[config.mk]
export PLATFORM = sky130hd
export DESIGN_NAME = mem_tracked_arbiter
export DESIGN_NICKNAME = d
export VERILOG_FILES = /design/src/rtl/mem_pkg.sv /design/src/rtl/idx_fifo.sv /design/src/rtl/mem_tracked_arbiter.sv
export SDC_FILE = /design/constraint.sdc
export NUM_CORES = 1
export LEC_CHECK = 0
export CORE_AREA = 3 3 81 83
export CTS_CLUSTER_SIZE = 30
export DETAILED_ROUTE_END_ITERATION = 16
export DIE_AREA = 0 0 84 86
export DONT_BUFFER_PORTS = 1
export GPL_TIMING_DRIVEN = 1
export PLACE_DENSITY = 0.52
export SYNTH_ARGS = -nofsm -noshare
export SYNTH_HDL_FRONTEND = slang
export SYNTH_SLANG_ARGS = --single-unit
[constraint.sdc]
create_clock -name clk -period 4.35 [get_ports clk]
set_clock_uncertainty 0.05 [all_clocks]
set_input_delay 0.87 -clock clk [delete_from_list [all_inputs] [get_ports clk]]
set_output_delay 0.87 -clock clk [all_outputs]
set_load 0.05 [all_outputs]
[src/rtl/mem_pkg.sv]
// Shared width helpers for mem_tracked_arbiter and its outstanding-index FIFO.
package mem_pkg;

  // Width of an index that can address n items; never narrower than one bit.
  function automatic int unsigned idx_width(input int unsigned n);
    return (n > 1) ? $clog2(n) : 1;
  endfunction

  // Width of an occupancy counter that must reach depth inclusive.
  function automatic int unsigned occ_width(input int unsigned depth);
    return $clog2(depth + 1);
  endfunction

endpackage

[src/rtl/idx_fifo.sv]
// Count-based circular FIFO holding master indices of in-flight slave transactions.
module idx_fifo
  import mem_pkg::*;
#(
  parameter  int unsigned WIDTH = 1,
  parameter  int unsigned DEPTH = 4,
  localparam int unsigned PTR_W = idx_width(DEPTH),
  localparam int unsigned CNT_W = occ_width(DEPTH)
) (
  input  logic             clk,
  input  logic             rst_n,
  input  logic             i_push,
  input  logic [WIDTH-1:0] i_push_data,
  input  logic             i_pop,
  output logic [WIDTH-1:0] o_head,
  output logic [CNT_W-1:0] o_count,
  output logic             o_full,
  output logic             o_empty
);

  logic [WIDTH-1:0] r_mem [DEPTH];
  logic [PTR_W-1:0] r_head;
  logic [PTR_W-1:0] r_tail;
  logic [CNT_W-1:0] r_count;

  // Pointers wrap at DEPTH-1 so non-power-of-two depths use every entry.
  function automatic logic [PTR_W-1:0] wrap_inc(input logic [PTR_W-1:0] p);
    return (p == PTR_W'(DEPTH - 1)) ? '0 : p + 1'b1;
  endfunction

  always_ff @(posedge clk) begin
    if (i_push) r_mem[r_tail] <= i_push_data;
  end

  always_ff @(posedge clk or negedge rst_n) begin
    if (!rst_n) begin
      r_head  <= '0;
      r_tail  <= '0;
      r_count <= '0;
    end else begin
      if (i_push) r_tail <= wrap_inc(r_tail);
      if (i_pop)  r_head <= wrap_inc(r_head);
      if (i_push && !i_pop)      r_count <= r_count + 1'b1;
      else if (!i_push && i_pop) r_count <= r_count - 1'b1;
    end
  end

  assign o_head  = r_mem[r_head];
  assign o_count = r_count;
  assign o_full  = (r_count == CNT_W'(DEPTH));
  assign o_empty = (r_count == '0);

endmodule

[src/rtl/mem_tracked_arbiter.sv]
// N-to-1 memory arbiter with grant lock and in-order response routing.
// Define MEM_ARBITER_ROUND_ROBIN_EN for round-robin; default is fixed priority.
module mem_tracked_arbiter
  import mem_pkg::*;
#(
  parameter  int unsigned CNT         = 2,
  parameter  int unsigned QUEUE_DEPTH = 4,
  parameter  int unsigned DATA_W      = 32,
  localparam int unsigned IDX_W       = idx_width(CNT),
  localparam int unsigned OCC_W       = occ_width(QUEUE_DEPTH)
) (
  input  logic                       clk,
  input  logic                       rst_n,
  input  logic [CNT-1:0]             i_master_req_valid,
  output logic [CNT-1:0]             o_master_req_ready,
  input  logic [CNT-1:0][DATA_W-1:0] i_master_req_data,
  output logic [CNT-1:0]             o_master_resp_valid,
  input  logic [CNT-1:0]             i_master_resp_ready,
  output logic [CNT-1:0][DATA_W-1:0] o_master_resp_data,
  output logic                       o_slave_req_valid,
  input  logic                       i_slave_req_ready,
  output logic [DATA_W-1:0]          o_slave_req_data,
  input  logic                       i_slave_resp_valid,
  output logic                       o_slave_resp_ready,
  input  logic [DATA_W-1:0]          i_slave_resp_data,
  output logic [OCC_W-1:0]           o_outstanding,
  output logic                       o_resp_err
);

  logic [IDX_W-1:0] w_pick;
  logic [IDX_W-1:0] w_grant;
  logic [IDX_W-1:0] w_head;
  logic [IDX_W-1:0] r_lock_idx;
  logic [OCC_W-1:0] w_count;
  logic             w_any;
  logic             w_full;
  logic             w_empty;
  logic             w_sreq_fire;
  logic             w_sresp_fire;
  logic             r_lock;
  logic             r_resp_err;

`ifdef MEM_ARBITER_ROUND_ROBIN_EN
  logic [IDX_W-1:0] r_rr_ptr;

  always_ff @(posedge clk or negedge rst_n) begin
    if (!rst_n)           r_rr_ptr <= '0;
    else if (w_sreq_fire) r_rr_ptr <= (w_grant == IDX_W'(CNT - 1)) ? '0 : w_grant + 1'b1;
  end
`endif

  always_comb begin : arb
    logic [IDX_W-1:0] w_j;
    logic             w_found;
    w_pick  = '0;
    w_found = 1'b0;
    w_j     = '0;
    for (int unsigned k = 0; k < CNT; k++) begin
`ifdef MEM_ARBITER_ROUND_ROBIN_EN
      w_j = IDX_W'((32'(r_rr_ptr) + k) % CNT);
`else
      w_j = IDX_W'(k);
`endif
      if (!w_found && i_master_req_valid[w_j]) begin
        w_found = 1'b1;
        w_pick  = w_j;
      end
    end
  end

  assign w_any   = |i_master_req_valid;
  assign w_grant = r_lock ? r_lock_idx : w_pick;

  // Full blocks on registered occupancy only, so a same-cycle pop cannot unblock.
  assign o_slave_req_valid = rst_n && !w_full &&
                             (r_lock ? i_master_req_valid[r_lock_idx] : w_any);
  assign o_slave_req_data  = i_master_req_data[w_grant];
  assign w_sreq_fire       = o_slave_req_valid && i_slave_req_ready;

  always_comb begin
    o_master_req_ready = '0;
    if (w_sreq_fire) o_master_req_ready[w_grant] = 1'b1;
  end

  always_ff @(posedge clk or negedge rst_n) begin
    if (!rst_n) begin
      r_lock     <= 1'b0;
      r_lock_idx <= '0;
    end else if (w_sreq_fire) begin
      r_lock <= 1'b0;
    end else if (o_slave_req_valid) begin
      r_lock     <= 1'b1;
      r_lock_idx <= w_grant;
    end
  end

  idx_fifo #(
    .WIDTH (IDX_W),
    .DEPTH (QUEUE_DEPTH)
  ) u_idx_fifo (
    .clk         (clk),
    .rst_n       (rst_n),
    .i_push      (w_sreq_fire),
    .i_push_data (w_grant),
    .i_pop       (w_sresp_fire),
    .o_head      (w_head),
    .o_count     (w_count),
    .o_full      (w_full),
    .o_empty     (w_empty)
  );

  assign o_slave_resp_ready = rst_n && !w_empty && i_master_resp_ready[w_head];
  assign w_sresp_fire       = i_slave_resp_valid && o_slave_resp_ready;
  assign o_master_resp_data = {CNT{i_slave_resp_data}};

  always_comb begin
    o_master_resp_valid = '0;
    if (rst_n && !w_empty) o_master_resp_valid[w_head] = i_slave_resp_valid;
  end

  always_ff @(posedge clk or negedge rst_n) begin
    if (!rst_n)                              r_resp_err <= 1'b0;
    else if (i_slave_resp_valid && w_empty)  r_resp_err <= 1'b1;
  end

  assign o_outstanding = w_count;
  assign o_resp_err    = r_resp_err;

endmodule

==> results of run 1 <==
[cell families after synthesis]
logic type / Yosys count / share of synthesized area
compound gates: 8 / 0.0316
xor+xnor: 3 / 0.0162
fa+ha+maj: 7 / 0.0586
buf+inv: 75 / 0.325
flops: 14 / 0.228
mux: 38 / 0.269
simple gates: 22 / 0.0710
[metrics by stage]
| stage | area, µm² | hold WS, ns | utilization | instances | setup slack [ns] |
|---|---|---|---|---|---|
| 2_1_floorplan | 1620 | 0.443 | - | 167 | 1.21 |
| 3_3_place_gp | 1250 | 0.466 | 0.211 | 176 | 1.17 |
| 3_5_place_dp | 1250 | 0.482 | 0.211 | 176 | 1.14 |
| 4_1_cts | 1290 | 0.258 | 0.219 | 180 | 0.959 |
| 5_1_grt | 1290 | 0.252 | 0.219 | 180 | 0.809 |
| 6_report | 1290 | 0.265 | 0.219 | 180 | 0.999 |
[registers in the layout, indices dropped and copies added, names as in the netlist]
signal,cells
r_lock_idx,1
u_idx_fifo.r_tail,2
r_lock,1
u_idx_fifo.r_head,2
o_resp_err,1
u_idx_fifo.r_mem,4
u_idx_fifo.o_count,3
[power by group]
part           internal, µW  switching, µW
Combinational           242            632
Sequential              191            131
Clock                  62.4           44.4
Total                   496            808
[cell usage in the layout (no fill, tap or decap)]
master	n
sky130_fd_sc_hd__mux2_2	33
sky130_fd_sc_hd__dfrtp_1	10
sky130_fd_sc_hd__nor2_1	9
sky130_fd_sc_hd__inv_1	7
sky130_fd_sc_hd__ha_1	6
sky130_fd_sc_hd__and3_1	5
sky130_fd_sc_hd__edfxtp_1	4
sky130_fd_sc_hd__o21ai_0	3
sky130_fd_sc_hd__clkbuf_8	3
sky130_fd_sc_hd__mux2i_1	2
sky130_fd_sc_hd__nand3_1	2
sky130_fd_sc_hd__mux2_1	2
sky130_fd_sc_hd__xor2_1	2
sky130_fd_sc_hd__buf_4	2
sky130_fd_sc_hd__nor3b_1	1
sky130_fd_sc_hd__a21oi_4	1
sky130_fd_sc_hd__a221oi_2	1
sky130_fd_sc_hd__and2_0	1
sky130_fd_sc_hd__mux4_2	1
sky130_fd_sc_hd__nor3_1	1
sky130_fd_sc_hd__nand3b_1	1
sky130_fd_sc_hd__nor3b_2	1
sky130_fd_sc_hd__and2_1	1
sky130_fd_sc_hd__xnor2_1	1
sky130_fd_sc_hd__a21oi_1	1
sky130_fd_sc_hd__a31oi_1	1
sky130_fd_sc_hd__a21o_1	1
sky130_fd_sc_hd__fa_1	1
sky130_fd_sc_hd__clkinv_1	1
[final timing paths]
check                                       from                    end  slack (ns)  depth (start not counted)
min in group clk            u_idx_fifo.r_head[1]   u_idx_fifo.r_head[1]        0.49                          1
max in group asynchronous                  rst_n  u_idx_fifo.o_count[2]        3.91                          0
setup reg to reg           u_idx_fifo.o_count[0]  u_idx_fifo.o_count[2]        1.43                         10
hold reg to reg             u_idx_fifo.r_head[1]   u_idx_fifo.r_head[1]        0.49                          1
hold / removal                             rst_n   u_idx_fifo.r_tail[1]        0.27                          0
setup / recovery           u_idx_fifo.o_count[0]  o_master_req_ready[1]         1.0                          5
[critical path, delay by kind of cell, from the launching register on]
| family | cells | cell delay (ns) |
|---|---|---|
| AO/OA/AOI/OAI | 1 | 0.24 |
| buffers and inverters | 1 | 0.30 |
| flip-flops | 1 | 0.72 |
| AND/OR/NAND/NOR | 3 | 0.93 |
[layout make-up]
class	instances	area [µm²]	share of cell area
clock buffer	3	41.3	0.0319
clock inverter	1	3.75	0.00290
inverter	7	26.3	0.0203
multi-input combinational	78	743	0.574
sequential	14	370	0.286
tap	75	93.8	0.0725
timing repair buffer	2	15.0	0.0116
[metal layers]
metal  share of wire  up-vias  wire [µm]
li1                -      372          -
met1            0.37      382       1180
met2            0.46       83       1460
met3            0.14       12        443
met4           0.033        0        104
met5               0        -          0
==> results, run 1 <==
- The power density over the cells is 1010 nW/µm².
- The flow ran to the end, and the final reports show no timing, DRC or antenna violations.
- By area the synthesized netlist is led by sky130_fd_sc_hd__buf_4 30%, sky130_fd_sc_hd__mux2_2 23%, sky130_fd_sc_hd__dfrtp_1 15%.
- The completed layout was analyzed and its total power is 1300 µW.
- The number of library cell types mapped by synthesis is 27.
- The synthesized design contains 14 register bits.
- The number of input and output port buffers inserted is 0.
- The chip width is 84 µm.
- The initial antenna violation count came to 0.
- In the synthesized netlist the dominant register cell turns out to be sky130_fd_sc_hd__dfrtp_1.
- The busiest metal layer after global routing is met2.
- The number of gates resized after CTS was 0.
- The post-detailed-route wirelength per cell is 17.7 µm.
- The element type at the critical path end is a primary output.
- The total number of H-tree levels is 1.
- Data on the critical path arrives at its endpoint at 2.43 ns.
- The largest single stage delay on the critical path is 0.72 ns.
- The layout has 633 filler cells.
- TritonCTS built the clock tree.
- The highest fanout seen on the critical path is 12.
- At the pin with the least slew margin, the transition time is 0.877 ns.
- The leakage power figure is 0.000516 µW.
- The sink count of the clock tree is 14.
- The number of rows in the core area is 28.
- The detailed-route via count is 849.
- The total area inside the core boundary comes to 5920 µm².
- The via count of the first global-routing pass came to 842.
- Traced cell by cell, the critical path runs through nor2_1, a221oi_2, buf_4, and2_0, and2_1.
- The pin count of the biggest net entering global routing is 28.
- The global-route met3 utilization is 0.0432.
- Counting flops with an async set or reset pin after synthesis yields a share of 0.714.
- The final routed DRC violation total is 0.
- For this run, the register share of the synthesized area comes to 0.228.
- The aggregate negative setup slack is 0 ns.
- For this configuration, the core starts out at a cell density of 0.274.
- The final-report hold violation count is 0.
- The first routing iteration left 6 violations.
- The proportion of netlist area held by the largest area contributor is 0.296.
- The type of the tightest min-delay check is input port to asynchronous set/reset pin.
- The category of the critical setup timing path is register to primary output.
- The vias per cell is 4.72.
- The last weighted congestion value of the routability-driven placer is 0.675.
- The max-cap check violation count is 0.
- TritonCTS created 3 clock buffers.
- After synthesis, the mean cell area works out to 9.71 µm².
- The first global-routing pass estimated 4390 µm of wire.
- The hold buffer count at CTS is 0.
- The final count of pins violating max slew is 0.
- Setup violations remaining at the end of the flow were counted as 0.
- In the global route stage, overall resource usage came out at 0.0779.
- The met2 routing resource usage after global routing is 0.106.
- The required arrival time at the worst endpoint is 3.43 ns.
- For this run the aggregate overflow at the end of global routing stands at 0.
- Among all stages on the critical path, the largest delay is contributed by sky130_fd_sc_hd__dfrtp_1.
- The final critical-path required period is 3.35 ns.
- The floorplan step defined a die boundary enclosing 7220 µm².
- In this run the cell area of the synthesized design comes to 1620 µm².
- Of the cells placed in the final design, the portion with a size suffix greater than 1 is 0.400.
- For this run, global-route usage on met1 was measured as 0.0944.
- The final period utilization is 0.770.
- sky130_fd_sc_hd__buf_4 is the most common cell in the netlist.
- Setup repair after global routing left no endpoint under its margin.
- The synthesis-to-layout area growth is -20.2%.
- The count of TritonRoute iterations in the first routing pass is 3.
- At the end of the flow, the number of nets in the layout was 217.
- The count of inserted antenna diode cells is 0.
- The maximum clock insertion buffer count is 2.
- The maximum VDD drop is 0.552 mV.
- STA classifies the critical path startpoint as a register.
- Counting every instance in the synthesized netlist gives 167.
- By count the netlist is led by 64 x sky130_fd_sc_hd__buf_4, 33 x sky130_fd_sc_hd__mux2_2, 10 x sky130_fd_sc_hd__dfrtp_1.
- Measured against its own limit, the worst slew margin works out to 0.413.
- The post-detailed-placement half-perimeter wirelength is 2740 µm.
- Post-CTS timing repair inserted 0 buffers for setup.
- After clock tree synthesis, the clock-pin slew on the worst setup and hold paths is 0.06 ns.
- The total length of routed wires is 3190 µm.
- For this run, the number of Yosys warnings is 0.
- sky130_fd_sc_hd__buf_4 takes more of the synthesized area than any other cell.
- The clock latency on the worst-skew pair is 0.24 ns.
- The root buffer selected by CTS is sky130_fd_sc_hd__clkbuf_8.
- From bottom edge to top edge, the die measures 86 µm.
- During I/O placement, the number of pins put on the boundary was 210.
- The peak clock frequency supported by timing is 298 MHz.
- The count of nets left with antenna violations once routing finished came out at 0.
- When the netlist entered floorplanning its net count stood at 278.
- The synthesized design contains 4 enable-type register cells.
(Power assumes the default switching activity.)
==> run 2, diff against run 1 <==
- PLACE_DENSITY: 0.52 -> 0.54
- clock period: 4.35 -> 2.8 ns (I/O delays scaled with it)
==> run 2 against run 1 <==
Core utilization grew 1.9 points. Worst setup slack lost 0.74 ns. Global-route usage grew 0.14 points. Hold slack gained 0.12 ns. Register-to-register slack lost 1.2 ns. Via count grew 0.82%. Routed wire length grew 4.8%. Critical endpoint is now u_idx_fifo.o_count[1]. Largest cell class unchanged. Largest power group unchanged.
==> results, run 2 (same netlist as run 1, synthesis figures left out) <==
- The flow ran to the end, and the final reports show no timing, DRC or antenna violations.
- The post-route non-filler standard cell count is 191 (+6.1%).
- The critical path goes through mux4_2, mux2i_1, nor2_1, inv_1, ha_1, inv_1, fa_1, mux2_2.
- The worst setup path is launched from a register.
- TritonCTS built the clock tree.
- The clock latency on the worst-skew pair is 0.24 ns (about the same).
- The pin count of the biggest net entering global routing was 26 (-7.1%).
- The depth of the worst register-to-register path was 8 (-2).
- The die height is 86 µm (unchanged).
- The total length of routed wires came to 3340 µm (+4.8%).
- The number of nets with antenna violations after routing is 0 (unchanged).
- The slew at the pin closest to its max-slew limit is 0.475 ns (-0.402 ns).
- The delay contributed by the slowest stage of the critical path is 0.56 ns (-0.16 ns).
- The final count of pins violating max slew was 0 (unchanged).
- The starting density of the core is 0.274 (unchanged).
- The leakage power figure was 0.000577 µW (+12%).
- The final routed DRC violation total is 0 (unchanged).
- The final-report setup violation count is 0 (unchanged).
- The startpoint identified for the worst register-to-register timing path is u_idx_fifo.r_head[0].
- The via count of the first global-routing pass is 840 (-0.24%).
- Setup repair after global routing left no endpoint under its margin.
- The global-route wire length before repair came to 4430 µm (+0.93%).
- The final-report hold violation count was 0 (unchanged).
- The cell with the most instances on the worst path is sky130_fd_sc_hd__inv_1.
- The most common library cell in the layout ignoring fill and taps is sky130_fd_sc_hd__mux2_2.
- The hold buffer count at CTS is 1 (+1).
- Among all stages on the critical path, the largest delay is contributed by sky130_fd_sc_hd__mux4_2.
- The highest fanout seen on the critical path is 4 (-8).
- The worst register-to-register path ends at u_idx_fifo.o_count[1].
- The worst slack at placement was 0.246 ns (-0.891 ns).
- The flip-flop and latch area was 370 µm² (unchanged).
- The cell count after placement is 186 (+5.7%).
- The layout cell share with drive strength beyond 1 came to 0.448 (+0.0483).
- The worst setup slack for register-to-register paths is 0.26 ns (-1.17 ns).
- The peak clock frequency supported by timing is 393 MHz.
- The number of rows in the core area is 28 (unchanged).
- The vias per cell is 4.48 (-5.0%).
- The total number of H-tree levels is 1 (unchanged).
- The chip width was 84 µm (unchanged).
- The filler cell count in the final layout came to 639 (+0.95%).
- The detailed router's first-iteration violation count was 22 (+16).
- The post-CTS clock slew at the launch and capture registers of the worst setup and hold paths is 0.06 ns (about the same).
- The worst slack on hold paths is 0.380 ns (+0.115 ns).
- The critical path buffer and inverter count came to 2 (+1).
- The multi-input gate area in the final layout was 743 µm² (unchanged).
- The number of buffers inserted to repair setup after CTS is 0 (unchanged).
- The last weighted congestion value of the routability-driven placer is 0.652 (-3.5%).
- The tree is rooted in a sky130_fd_sc_hd__clkbuf_8.
- The number of input and output port buffers inserted is 0 (unchanged).
- The fraction of the core area covered by cells at the end of the flow came to 0.237 (+0.0186).
- The aggregate negative setup slack is 0 ns (unchanged).
- The maximum clock insertion buffer count is 2 (unchanged).
- The worst path setup slack after routing came to 0.258 ns (-0.741 ns).
- The worst hold path stage count is 1.
- The worst setup path is of the register to register kind.
- The post-detailed-route wirelength per cell is 17.5 µm (-1.3%).
- The hold path startpoint is i_slave_resp_valid.
- The maximum VDD drop was 0.665 mV (+21%).
- Compared with the post-synthesis result, the final layout area differs by -13.4%.
- The area of the placeable core was 5920 µm² (unchanged).
- The relative slew slack is 0.682 (+0.269).
- The number of resized instances in the post-cts repair step is 0 (unchanged).
- The leftover overflow at the end of global routing is 0 (unchanged).
- The combined global-route utilization of all metal layers is 0.0794 (+0.00144).
- u_idx_fifo.r_mem holds more flip-flops than any other register.
- The floorplan die area is 7220 µm² (unchanged).
- The max-cap check violation count is 0 (unchanged).
- The final period utilization is 0.908.
- The sink count of the clock tree was 14 (unchanged).
- The initial antenna violation count came to 0 (unchanged).
- The total clock buffers created by CTS is 3 (unchanged).
- The number of top-level pins is 210 (unchanged).
- The kind of cell adding the most delay to the critical path is multiplexers.
- The power density over the cells was 1510 nW/µm² (+50%).
- The library cells used most frequently in the layout, excluding fill and tap cells, are 33 x sky130_fd_sc_hd__mux2_2, 10 x sky130_fd_sc_hd__dfrtp_1, 10 x sky130_fd_sc_hd__buf_4.
- The flip-flop count of the largest register, all copies and words added is 4 (unchanged).
- Counting I/O delays and the setup requirement, the final critical path takes 2.54 ns.
- The hold-critical path endpoint is o_resp_err.
- The count of inserted antenna diode cells is 0 (unchanged).
- The element type at the critical path end is a register.
- The data arrival time of the critical path is 2.62 ns (+0.19 ns).
- The required arrival time at the worst endpoint is 2.88 ns (-0.55 ns).
- The net count reported at finish is 228 (+5.1%).
- The post-detailed-placement half-perimeter wirelength came to 2800 µm (+1.8%).
- The type of the tightest min-delay check is input port to register.
- The count of TritonRoute iterations in the first routing pass is 2 (-1).
- The detailed-route via count is 856 (+0.82%).
==> run 2: worst reg2reg max path: stages (launching register included) <==
cell and delay [ns]:
sky130_fd_sc_hd__dfrtp_1 0.41, sky130_fd_sc_hd__mux4_2 0.56, sky130_fd_sc_hd__mux2i_1 0.17, sky130_fd_sc_hd__nor2_1 0.21, sky130_fd_sc_hd__inv_1 0.08, sky130_fd_sc_hd__ha_1 0.22, sky130_fd_sc_hd__inv_1 0.07, sky130_fd_sc_hd__fa_1 0.40
sky130_fd_sc_hd__mux2_2 0.27
==> run 2: cell type report <==
cell class              instances  share of cell area
clock buffers                   3              0.0294
multi-input cells              78               0.529
well taps                      75              0.0668
clock inverters                 1             0.00267
repair buffers                 13              0.0891
inverters                       7              0.0187
flip-flops and latches         14               0.264
==> run 2: metrics by stage <==
stage | power (µW) | area (µm²)
2_1_floorplan | 1990 | 1630
4_1_cts | 2140 | 1400
6_report | 2120 | 1400
5_1_grt | 2220 | 1400
3_5_place_dp | 1960 | 1350
3_3_place_gp | 1950 | 1350
==> run 2: worst max path at each step <==
stage,from,to,slack [ns],cells after the start
after floorplan,u_idx_fifo.o_count[0],o_master_req_ready[0],0.18,4
after global placement,u_idx_fifo.r_head[0],u_idx_fifo.o_count[1],0.33,8
after detailed placement,u_idx_fifo.r_head[0],u_idx_fifo.o_count[1],0.25,8
after CTS,u_idx_fifo.r_head[0],u_idx_fifo.o_count[1],0.24,8
after global routing,u_idx_fifo.r_head[0],u_idx_fifo.o_count[2],0.08,10
final,u_idx_fifo.r_head[0],u_idx_fifo.o_count[1],0.26,8
==> run 2: layer usage <==
metal / track usage / vias up / part of all wire
li1: - / 396 / -
met1: 0.0968 / 373 / 0.39
met2: 0.115 / 83 / 0.47
met3: 0.0432 / 4 / 0.14
met4: 0.0351 / 0 / 0.0060
met5: 0 / - / 0
==> run 2: report_power, final <==
part	internal, µW	switching (µW)
logic	446	1090
registers	299	119
clock network	96.9	70.7
total	842	1270
==> run 3, diff against run 2 <==
- PLACE_DENSITY: 0.54 -> not set
- PLACE_DENSITY_LB_ADDON: not set -> 0.3
==> run 3 against run 2 <==
Total power up 0.69%. Die area unchanged. Clock-buffer cell count up 1. Cell area down 0.53%. Clock power about the same. Non-clock buffer count down 1. Worst setup slack lost 0.016 ns. Sequential power about the same. Combinational power about the same. Global-route usage grew 0.93 points. Via count grew 1.3%. Hold slack improved by 0.0043 ns. Highest routed layer unchanged.
==> results, run 3 (same netlist as run 1, synthesis figures left out) <==
- The run finished with clean final reports.
- The maximum VDD drop was 0.697 mV (+4.8%).
- The post-detailed-route wirelength per cell was 18.4 µm (+5.4%).
- The post-detailed-placement half-perimeter wirelength is 2970 µm (+6.3%).
- The combined global-route utilization of all metal layers was 0.0887 (+0.00928).
- The max-cap check violation count came to 0 (unchanged).
- The library cell used most frequently in the layout, excluding fill and tap cells, is sky130_fd_sc_hd__mux2_2.
- The final period utilization came to 0.913 (+0.00563).
- The aggregate negative setup slack is 0 ns (unchanged).
- The total clock buffers created by CTS was 3 (unchanged).
- The via count of the first global-routing pass is 962 (+15%).
- The post-CTS clock slew at the launch and capture registers of the worst setup and hold paths came to 0.05 ns (about the same).
- The highest fanout seen on the critical path is 4 (unchanged).
- The final-report hold violation count is 0 (unchanged).
- The maximum clock insertion buffer count is 2 (unchanged).
- The sink count of the clock tree is 14 (unchanged).
- u_idx_fifo.r_mem holds more flip-flops than any other register.
- The worst setup path is launched from a register.
- The detailed-route via count is 867 (+1.3%).
- The flip-flop count of the largest register, all copies and words added is 4 (unchanged).
- The total number of H-tree levels is 1 (unchanged).
- The hold path startpoint is i_slave_resp_valid.
- The leftover overflow at the end of global routing is 0 (unchanged).
- The launch instance of the worst register-to-register path is u_idx_fifo.r_head[0].
- The final-report setup violation count came to 0 (unchanged).
- The area of the placeable core is 5920 µm² (unchanged).
- The number of buffers inserted to repair setup after CTS is 0 (unchanged).
- The starting density of the core came to 0.274 (unchanged).
- The total length of routed wires is 3500 µm (+4.8%).
- TritonCTS built the clock tree.
- The critical path buffer and inverter count is 2 (unchanged).
- The worst setup path is of the register to register kind.
- The critical path launch point is u_idx_fifo.r_head[0].
- The number of nets with antenna violations after routing is 0 (unchanged).
- The root buffer selected by CTS is sky130_fd_sc_hd__clkbuf_8.
- The power density over the cells is 1530 nW/µm² (+1.2%).
- The filler cell count in the final layout is 647 (+1.3%).
- The pin count of the biggest net entering global routing was 24 (-7.7%).
- The initial antenna violation count is 0 (unchanged).
- The final routed DRC violation total came to 0 (unchanged).
- The clock latency on the worst-skew pair was 0.24 ns (about the same).
- On the critical path the largest part of the delay comes from multiplexers.
- The post-route non-filler standard cell count is 190 (-0.52%).
- The library cells used most frequently in the layout, excluding fill and tap cells, are 33 x sky130_fd_sc_hd__mux2_2, 10 x sky130_fd_sc_hd__dfrtp_1, 9 x sky130_fd_sc_hd__nor2_1, 9 x sky130_fd_sc_hd__buf_4, 7 x sky130_fd_sc_hd__inv_1.
- The relative slew slack is 0.685 (+0.00253).
- The global-route wire length before repair was 4970 µm (+12%).
- The last weighted congestion value of the routability-driven placer was 0.686 (+5.2%).
- The final critical-path required period is 2.56 ns (+0.0158 ns).
- The leakage power figure was 0.000571 µW (-0.99%).
- Setup repair after global routing left no endpoint under its margin.
- The vias per cell is 4.56 (+1.8%).
- The synthesis-to-layout area growth is -13.9%.
- The layout cell share with drive strength beyond 1 is 0.443 (-0.00480).
- The delay contributed by the slowest stage of the critical path is 0.56 ns (about the same).
- The chip width is 84 µm (unchanged).
- The peak clock frequency supported by timing is 391 MHz (-0.62%).
- The type of the tightest min-delay check is input port to register.
- The net count reported at finish was 227 (-0.44%).
- The count of inserted antenna diode cells is 0 (unchanged).
- The element type at the critical path end is a register.
- The critical path goes through mux4_2, mux2i_1, nor2_1, inv_1, ha_1, inv_1, fa_1, xor2_1, nor2_1, xor2_1.
- On the critical path, the stage with the largest delay is an instance of sky130_fd_sc_hd__mux4_2.
- The cell count after placement is 185 (-0.54%).
- The die height is 86 µm (unchanged).
- The number of input and output port buffers inserted is 0 (unchanged).
- The required arrival time at the worst endpoint was 2.91 ns (+0.03 ns).
- The floorplan die area was 7220 µm² (unchanged).
- The slew at the pin closest to its max-slew limit is 0.473 ns (-0.00222 ns).
- The number of rows in the core area is 28 (unchanged).
- The detailed router's first-iteration violation count is 30 (+36%).
- The count of TritonRoute iterations in the first routing pass is 4 (+2).
- The final count of pins violating max slew is 0 (unchanged).
- The number of top-level pins is 210 (unchanged).
- The data arrival time of the critical path came to 2.67 ns (+0.05 ns).
## run 3: cell type report
cell class	instances	area, µm²	share of cell area
clock buffers	4	45.0	0.0323
flip-flops and latches	14	370	0.265
well taps	75	93.8	0.0672
inverters	7	26.3	0.0188
multi-input cells	78	743	0.532
repair buffers	12	118	0.0842
## run 3: through the flow
stage	total power, µW	hold slack [ns]	util	instance area, µm²	worst slack (ns)
floorplan	1990	0.214	-	1630	0.180
global placement	1950	0.215	0.227	1340	0.327
detailed placement	1980	0.215	0.227	1340	0.230
CTS	2160	0.377	0.236	1400	0.220
global route	2250	0.379	0.236	1400	0.0768
finish	2130	0.385	0.236	1400	0.242
## run 3: worst reg2reg max path: cells and delay by family (launching register included)
family	cells	cell delay, ns
mux	2	0.80
fa+ha+maj	2	0.55
flops	1	0.40
xor+xnor	2	0.31
simple gates	2	0.24
buf+inv	2	0.13
## run 3: layer usage
| metal | up-vias | track usage | routed length [µm] |
|---|---|---|---|
| li1 | 392 | - | - |
| met1 | 395 | 0.0923 | 1160 |
| met2 | 72 | 0.149 | 1860 |
| met3 | 8 | 0.0365 | 434 |
| met4 | 0 | 0.0556 | 51 |
| met5 | - | 0 | 0 |
## run 3: path summary, 6_finish.rpt
check                      slack, ns                     to  cells past startpoint
hold reg to reg                 0.49   u_idx_fifo.r_head[1]                      1
setup / recovery                0.24  u_idx_fifo.o_count[2]                     10
max in group asynchronous       1.72   u_idx_fifo.r_tail[0]                      1
setup reg to reg                0.24  u_idx_fifo.o_count[2]                     10
hold / removal                  0.38             o_resp_err                      1
min in group asynchronous       0.66   u_idx_fifo.r_head[1]                      1
## run 3: report_power, final
part	switching, µW	internal [µW]
clock network	65.5	100
registers	119	299
logic	1100	448
## run 3: repair_timing
item	in CTS	in global routing
hold buffers	1	0
gates resized for setup	0	0
hold endpoints to repair	10	0
